## src/rtl/regdst_pipe_if.sv

```systemverilog
// Bus between EX-stage control and the destination-register pipeline.
// Carries illegal_err only when REGDST_ILLEGAL_CHK_EN is defined.
interface regdst_pipe_if #(
  parameter int ADDR_W = 5,
  parameter int DEPTH  = 3
);
  localparam int FWD_W = $clog2(DEPTH + 1);

  logic [ADDR_W-1:0]       ins_20_16;
  logic [ADDR_W-1:0]       ins_15_11;
  logic [1:0]              reg_dst;
  logic                    reg_write;
  logic                    in_valid;
  logic                    stall;
  logic                    flush;
  logic [ADDR_W-1:0]       src_a;
  logic [ADDR_W-1:0]       src_b;
  logic [ADDR_W-1:0]       result;
  logic [DEPTH*ADDR_W-1:0] dest_q;
  logic [DEPTH-1:0]        wen_q;
  logic [FWD_W-1:0]        fwd_a;
  logic [FWD_W-1:0]        fwd_b;
`ifdef REGDST_ILLEGAL_CHK_EN
  logic                    illegal_err;
`endif

  modport master (
    output ins_20_16, ins_15_11, reg_dst, reg_write, in_valid, stall, flush,
    output src_a, src_b,
`ifdef REGDST_ILLEGAL_CHK_EN
    input  illegal_err,
`endif
    input  result, dest_q, wen_q, fwd_a, fwd_b
  );

  modport slave (
    input  ins_20_16, ins_15_11, reg_dst, reg_write, in_valid, stall, flush,
    input  src_a, src_b,
`ifdef REGDST_ILLEGAL_CHK_EN
    output illegal_err,
`endif
    output result, dest_q, wen_q, fwd_a, fwd_b
  );
endinterface

```

## src/rtl/regdst_pipe.sv

```systemverilog
// Destination-register select, DEPTH-stage in-flight tracking and forwarding resolution.
// Optional reserved-encoding trap: define REGDST_ILLEGAL_CHK_EN.
module regdst_pipe #(
  parameter int ADDR_W   = 5,
  parameter int DEPTH    = 3,
  parameter int LINK_REG = 31
) (
  input logic          clk,
  input logic          rst_n,
  regdst_pipe_if.slave bus
);
  localparam int FWD_W = $clog2(DEPTH + 1);
  localparam logic [ADDR_W-1:0] LINK_ADDR = ADDR_W'(LINK_REG);

  logic [ADDR_W-1:0] result_next;
  logic              eff_next;
  logic              reserved_sel;
  logic [ADDR_W-1:0] dest_reg [DEPTH];
  logic              wen_reg  [DEPTH];
  logic [FWD_W-1:0]  fwd_a_next;
  logic [FWD_W-1:0]  fwd_b_next;

  always_comb begin
    result_next = bus.ins_20_16;
    case (bus.reg_dst)
      2'b01:   result_next = bus.ins_15_11;
      2'b10:   result_next = LINK_ADDR;
      default: result_next = bus.ins_20_16;
    endcase
  end

  assign reserved_sel = (bus.reg_dst == 2'b11);

`ifdef REGDST_ILLEGAL_CHK_EN
  logic illegal_err_reg;

  // Reserved encodings are trapped and retired as bubbles.
  assign eff_next = bus.reg_write & bus.in_valid & (result_next != '0) & ~reserved_sel;

  always_ff @(posedge clk) begin
    if (!rst_n)
      illegal_err_reg <= 1'b0;
    else if (bus.in_valid && reserved_sel && !bus.stall && !bus.flush)
      illegal_err_reg <= 1'b1;
  end

  assign bus.illegal_err = illegal_err_reg;
`else
  logic unused_reserved;
  assign unused_reserved = reserved_sel;
  assign eff_next = bus.reg_write & bus.in_valid & (result_next != '0);
`endif

  genvar gi;
  generate
    for (gi = 0; gi < DEPTH; gi++) begin : g_stage
      if (gi == 0) begin : g_head
        // Flush overrides stall for the youngest slot only.
        always_ff @(posedge clk) begin
          if (!rst_n) begin
            dest_reg[0] <= '0;
            wen_reg[0]  <= 1'b0;
          end else if (bus.flush) begin
            dest_reg[0] <= '0;
            wen_reg[0]  <= 1'b0;
          end else if (!bus.stall) begin
            dest_reg[0] <= result_next;
            wen_reg[0]  <= eff_next;
          end
        end
      end else begin : g_body
        always_ff @(posedge clk) begin
          if (!rst_n) begin
            dest_reg[gi] <= '0;
            wen_reg[gi]  <= 1'b0;
          end else if (!bus.stall) begin
            dest_reg[gi] <= dest_reg[gi-1];
            wen_reg[gi]  <= wen_reg[gi-1];
          end
        end
      end

      assign bus.dest_q[gi*ADDR_W +: ADDR_W] = dest_reg[gi];
      assign bus.wen_q[gi]                   = wen_reg[gi];
    end
  endgenerate

  // Scan oldest to youngest so the youngest match overwrites older ones.
  always_comb begin
    fwd_a_next = '0;
    fwd_b_next = '0;
    for (int k = DEPTH - 1; k >= 0; k--) begin
      if (wen_reg[k] && dest_reg[k] == bus.src_a)
        fwd_a_next = FWD_W'(k + 1);
      if (wen_reg[k] && dest_reg[k] == bus.src_b)
        fwd_b_next = FWD_W'(k + 1);
    end
    if (bus.src_a == '0)
      fwd_a_next = '0;
    if (bus.src_b == '0)
      fwd_b_next = '0;
  end

  assign bus.result = result_next;
  assign bus.fwd_a  = fwd_a_next;
  assign bus.fwd_b  = fwd_b_next;
endmodule

```

## src/flat_wrapper.sv

```systemverilog
// flat-port wrapper written by rule: the top's interface ports become plain ports
module regdst_pipe_flat 
#(
  parameter int ADDR_W   = 5,
  parameter int DEPTH    = 3,
  parameter int LINK_REG = 31
)
  (clk, rst_n, bus_ins_20_16, bus_ins_15_11, bus_reg_dst, bus_reg_write, bus_in_valid, bus_stall, bus_flush, bus_src_a, bus_src_b, bus_result, bus_dest_q, bus_wen_q, bus_fwd_a, bus_fwd_b);
  regdst_pipe_if #(.ADDR_W(ADDR_W), .DEPTH(DEPTH)) bus_i ();
  input logic clk;
  input logic rst_n;
  input wire logic [$bits(bus_i.ins_20_16)-1:0] bus_ins_20_16;
  input wire logic [$bits(bus_i.ins_15_11)-1:0] bus_ins_15_11;
  input wire logic [$bits(bus_i.reg_dst)-1:0] bus_reg_dst;
  input wire logic [$bits(bus_i.reg_write)-1:0] bus_reg_write;
  input wire logic [$bits(bus_i.in_valid)-1:0] bus_in_valid;
  input wire logic [$bits(bus_i.stall)-1:0] bus_stall;
  input wire logic [$bits(bus_i.flush)-1:0] bus_flush;
  input wire logic [$bits(bus_i.src_a)-1:0] bus_src_a;
  input wire logic [$bits(bus_i.src_b)-1:0] bus_src_b;
  output wire logic [$bits(bus_i.result)-1:0] bus_result;
  output wire logic [$bits(bus_i.dest_q)-1:0] bus_dest_q;
  output wire logic [$bits(bus_i.wen_q)-1:0] bus_wen_q;
  output wire logic [$bits(bus_i.fwd_a)-1:0] bus_fwd_a;
  output wire logic [$bits(bus_i.fwd_b)-1:0] bus_fwd_b;
  assign bus_i.ins_20_16 = bus_ins_20_16;
  assign bus_i.ins_15_11 = bus_ins_15_11;
  assign bus_i.reg_dst = bus_reg_dst;
  assign bus_i.reg_write = bus_reg_write;
  assign bus_i.in_valid = bus_in_valid;
  assign bus_i.stall = bus_stall;
  assign bus_i.flush = bus_flush;
  assign bus_i.src_a = bus_src_a;
  assign bus_i.src_b = bus_src_b;
  assign bus_result = bus_i.result;
  assign bus_dest_q = bus_i.dest_q;
  assign bus_wen_q = bus_i.wen_q;
  assign bus_fwd_a = bus_i.fwd_a;
  assign bus_fwd_b = bus_i.fwd_b;
  regdst_pipe #(.ADDR_W(ADDR_W), .DEPTH(DEPTH), .LINK_REG(LINK_REG)) u_core (.clk(clk), .rst_n(rst_n), .bus(bus_i));
endmodule
```

## config.mk

```make
export PLATFORM = sky130hd
export DESIGN_NAME = regdst_pipe_flat
export DESIGN_NICKNAME = d
export VERILOG_FILES = /design/src/rtl/regdst_pipe_if.sv /design/src/rtl/regdst_pipe.sv /design/src/flat_wrapper.sv
export SDC_FILE = /design/constraint.sdc
export NUM_CORES = 1
export LEC_CHECK = 0
export CAP_MARGIN = 20
export CORE_MARGIN = 1
export CORE_UTILIZATION = 42
export CTS_CLUSTER_SIZE = 10
export DETAILED_ROUTE_END_ITERATION = 8
export HOLD_SLACK_MARGIN = 0.15
export PLACE_DENSITY_LB_ADDON = 0.25
export SETUP_SLACK_MARGIN = 0.5
export SYNTH_ARGS = -nofsm -noshare
export SYNTH_HDL_FRONTEND = slang
export SYNTH_SLANG_ARGS = --single-unit
```

## constraint.sdc

```tcl
create_clock -name clk -period 2 [get_ports clk]
set_input_delay 0.3 -clock clk [delete_from_list [all_inputs] [get_ports clk]]
set_output_delay 0.3 -clock clk [all_outputs]
set_load 0.02 [all_outputs]
```

Word level (Yosys, flattened, before mapping)
Memory sizes are Yosys's and may differ from the RTL's.
Index checks and enable logic that the tools add are counted.
{"block": "totals", "ff_bits": 0, "mem_bits_rw": 18, "wordCells": 56, "n_memories": 2}
{"block": "op_classes", "n_eq_ne": 8, "n_mux": 27, "bitwise": 10, "n_reduce_logical": 9}
{"name": "u_core.dest_reg", "depth": 3, "word_bits": 5, "rd": 3, "rd_ports_with_merged_regs": 0, "wr": 3, "line": "regdst_pipe.sv:18", "source": "logic [ADDR_W-1:0] dest_reg [DEPTH];"}
{"name": "u_core.wen_reg", "depth": 3, "word_bits": 1, "rd": 3, "rd_ports_with_merged_regs": 0, "wr": 3, "line": "regdst_pipe.sv:19", "source": "logic wen_reg [DEPTH];"}
{"op": "$eq 5x5->1", "n": 6}
{"op": "$mux 5", "n": 4}
{"op": "$mux 2", "n": 8}
{"op": "$mux 1", "n": 14}
{"op": "$logic_not 5->1", "n": 2}
{"op": "$pmux 5 s2", "n": 1}
{"op": "$or 1x1->1", "n": 8}
{"op": "$logic_and 1x1->1", "n": 6}
{"op": "$reduce_bool 5->1", "n": 1}
{"op": "$and 1x1->1", "n": 2}
{"op": "$eq 2x1->1 const B", "n": 1}
{"op": "$eq 2x2->1 const B", "n": 1}

Logic depth before layout (Yosys ltp)
{"block": "depth", "word_depth": 6, "mapped_depth": 6, "mapped_depth_nobuf": 6}

Worst setup path after synthesis
Ideal clock, no wire load.
{"block": "synth_path", "path_kind": "flip-flop to output port", "start": "memory u_core.dest_reg[2][4]", "end": "output port bus_fwd_a[1]", "arrival_time_ns": 1.537, "required_time_ns": 1.700, "path_slack_ns": 0.163, "stages_incl_launch_ff": 5, "path_buffers": 0, "path_cell_list": "edfxtp_1 > xor2_1 > nor4_2 > nand3_1 > a221oi_2"}
{"item": "from (decl)", "line": "regdst_pipe.sv:18"}
{"item": "to (decl)", "line": "flat_wrapper.sv:24", "source": "output wire logic [$bits(bus_i.fwd_a)-1:0] bus_fwd_a;"}

==> metrics.txt <==
# rows=19; reg-to-reg setup timing slack=0.77 ns; minimum clock period after layout=2.29 ns; top area cells in the synthesized netlist=edfxtp_1, xor2_1, and2_1; PwrDens=474 nW/um2; Area Growth Syn to Fin=86.3%; Die Wd=57.2 um; drt via density=5.17; fin crit share=1.14; Final Slew Violations=0; Slew Limit Headroom=0.784; DR DRC count=4; TritonCTS Buffers=3; maximum VDD drop=334 uV; status=finished, violations left; Initial Utilization=0.453; Worst Reg-to-Reg Cells=4; RSZ-0062 raised after global routing=yes; vias in the first global route=1,381; worst skew pair latency=0.32 ns; maximum fanout along the worst path=3; post-synthesis net count=158; Worst Max-Slew Pin Slew=0.322 ns; Cells on Worst Hold Path=2; Worst Hold End=u_core.wen_reg[2]; io pins=55; post-synth top area share=0.398; final core occ=0.844; GRT overflow=0; FILL cells=151; initial antenna violation count=0; EDFF count, synth=17; largest area contributor in the netlist=edfxtp_1; TritonCTS Sinks=18; Placed Cells=241; FFs w/ async S/R, synth=0; RD Place Congestion=0.841; Total Routing Usage GR=0.248; Distinct cells, synth=27; count leader, synth=xor2_1; Post-Syn Instances=128; Critical Path Source Type=register; skew final=0.00133 ns; height of the die=57.2 um; PortBufs=54; Max Freq=437 MHz; die area=3280 um2; max reg flops=15; DP Worst Slack=-0.735 ns; Final ANT Viol Nets=0; Synth Cell Area=1280 um2; RR Endpoint=u_core.dest_reg[1][3]; Net count, final=261; CP required=1.70 ns; share of cells above drive strength 1=0.435; r2r startpoint=u_core.dest_reg[0][3]; path type of the worst setup path=reg -> out; Avg Inst Size Synth=10.0 um2; post-DR wirelength/cell=16.5 um; register area share after synthesis=0.414; cells along the critical path=xor2_1 -> nor4_1 -> nand3_1 -> a221oi_4 -> buf_6; worst-case clock buffer depth=2; Leakage Power=1.10 nW; worst hold path class=in -> reg; Worst-path clk slew=0.11 ns; via count=1,349; core area=2830 um2; Final Worst Setup Slack=-0.290 ns; Final Hold Viols=0; violated checks=DRC, setup timing; hpwl dp=2880 um; largest net degree at the start of global routing=12; Yosys reg bits=18; Worst Min Path Start=rst_n; final setup fails=4; most frequent cells after synthesis=xor2_1, edfxtp_1, and2_1; top_reg_cell synth=edfxtp_1; n_diodes=0; max cap viols=0; Post-Route WL=4300 um; largest stage delay on the critical path=0.48 ns; CP Capture Type=output pin; hold_buf cts=0; Critical Path Slowest Stage Cell=edfxtp_1; final std cells w/o fill=261; first-pass GRT wire length=6250 um; Root Driver=clkbuf_4; WP data arrival=1.99 ns; Initial DRC Count=56; # H-tree levels=1; CTS tree=yes; TritonRoute pass-1 iters=6; Ys Warns=0
[final cells by class]
cell class	instances	area (um2)	area share
Timing Repair Buffer	102	933	0.391
Multi-Input combinational cell	99	830	0.347
Sequential cell	18	531	0.222
Tap cell	31	38.8	0.0162
Inverter	7	28.8	0.0121
Clock buffer	3	22.5	0.00943
Clock inverter	1	3.75	0.00157
[layer usage]
metal  wire length, um  global-route usage
met1              1650               0.306
met2              2290               0.459
met3               256              0.0295
met4               102              0.0627
met5                 0                   0
[stage by stage]
stage	power, mW	hold WS (ns)	setup TNS, ns	instance area [um2]
after floorplan	0.652	0.428	0	1370
after global placement	0.873	0.604	-4.40	2160
after detailed placement	0.879	0.600	-4.66	2160
after CTS	1.07	0.615	-0.729	2240
after global routing	1.17	0.616	-1.21	2390
final	1.13	0.610	-0.871	2390
[cells by family (layout without fill, tap and decap cells)]
kind of cell	Yosys count	count (layout)	synth area share
adder cells (fa/ha/maj)	2	2	0.0195
buffers and inverters	11	113	0.0410
AND/OR/NAND/NOR	55	55	0.244
AO/OA/AOI/OAI	11	11	0.0684
XOR/XNOR	30	30	0.205
flip-flops	18	18	0.414
multiplexers	1	1	0.00781
[worst max-delay path by stage]
stage,start,endpoint,slack [ns],depth (start not counted)
after floorplan,u_core.dest_reg[1][2],bus_fwd_a[1],0.21,4
after global placement,bus_src_a[3],bus_fwd_a[1],-0.71,6
after detailed placement,bus_src_b[2],bus_fwd_b[1],-0.73,6
after CTS,u_core.dest_reg[1][2],bus_fwd_a[1],-0.21,5
after global routing,u_core.dest_reg[1][3],bus_fwd_a[1],-0.36,5
final,u_core.dest_reg[1][3],bus_fwd_a[1],-0.29,5
[placed cells by master (no fill, tap or decap), drive strengths merged, types with 4 or more instances in the layout]
cell type,n
and2,11
nor4,7
dlygate4sd2,15
a21oi,6
nand3,4
nor2,9
clkdlybuf4s50,16
xor2,24
xnor2,6
edfxtp,17
nand2,8
nor2b,6
buf,68
inv,7
clkbuf,6
[report_power, final]
group / switching [mW] / leakage [nW] / internal [mW] / total (mW)
Sequential: 0.0290 / 0.199 / 0.436 / 0.465
Clock: 0.129 / 0.0154 / 0.0733 / 0.202
Combinational: 0.214 / 0.883 / 0.251 / 0.465
Total: 0.371 / 1.10 / 0.761 / 1.13
[worst max-delay path, delay by kind of cell, from the launching register on]
kind	cells	cell delay, ns
flops	1	0.48
compound gates	1	0.30
buf+inv	1	0.16
simple gates	2	0.55
xor+xnor	1	0.18
[repair_timing]
action / 4_1_cts / 5_1_grt
endpoints found under the hold margin: 0 / 0
pin swaps: 13 / 11
setup endpoints to repair: 33 / 20
setup buffers: 9 / 7
resized for setup: 119 / 45
(Power assumes the default switching activity.)
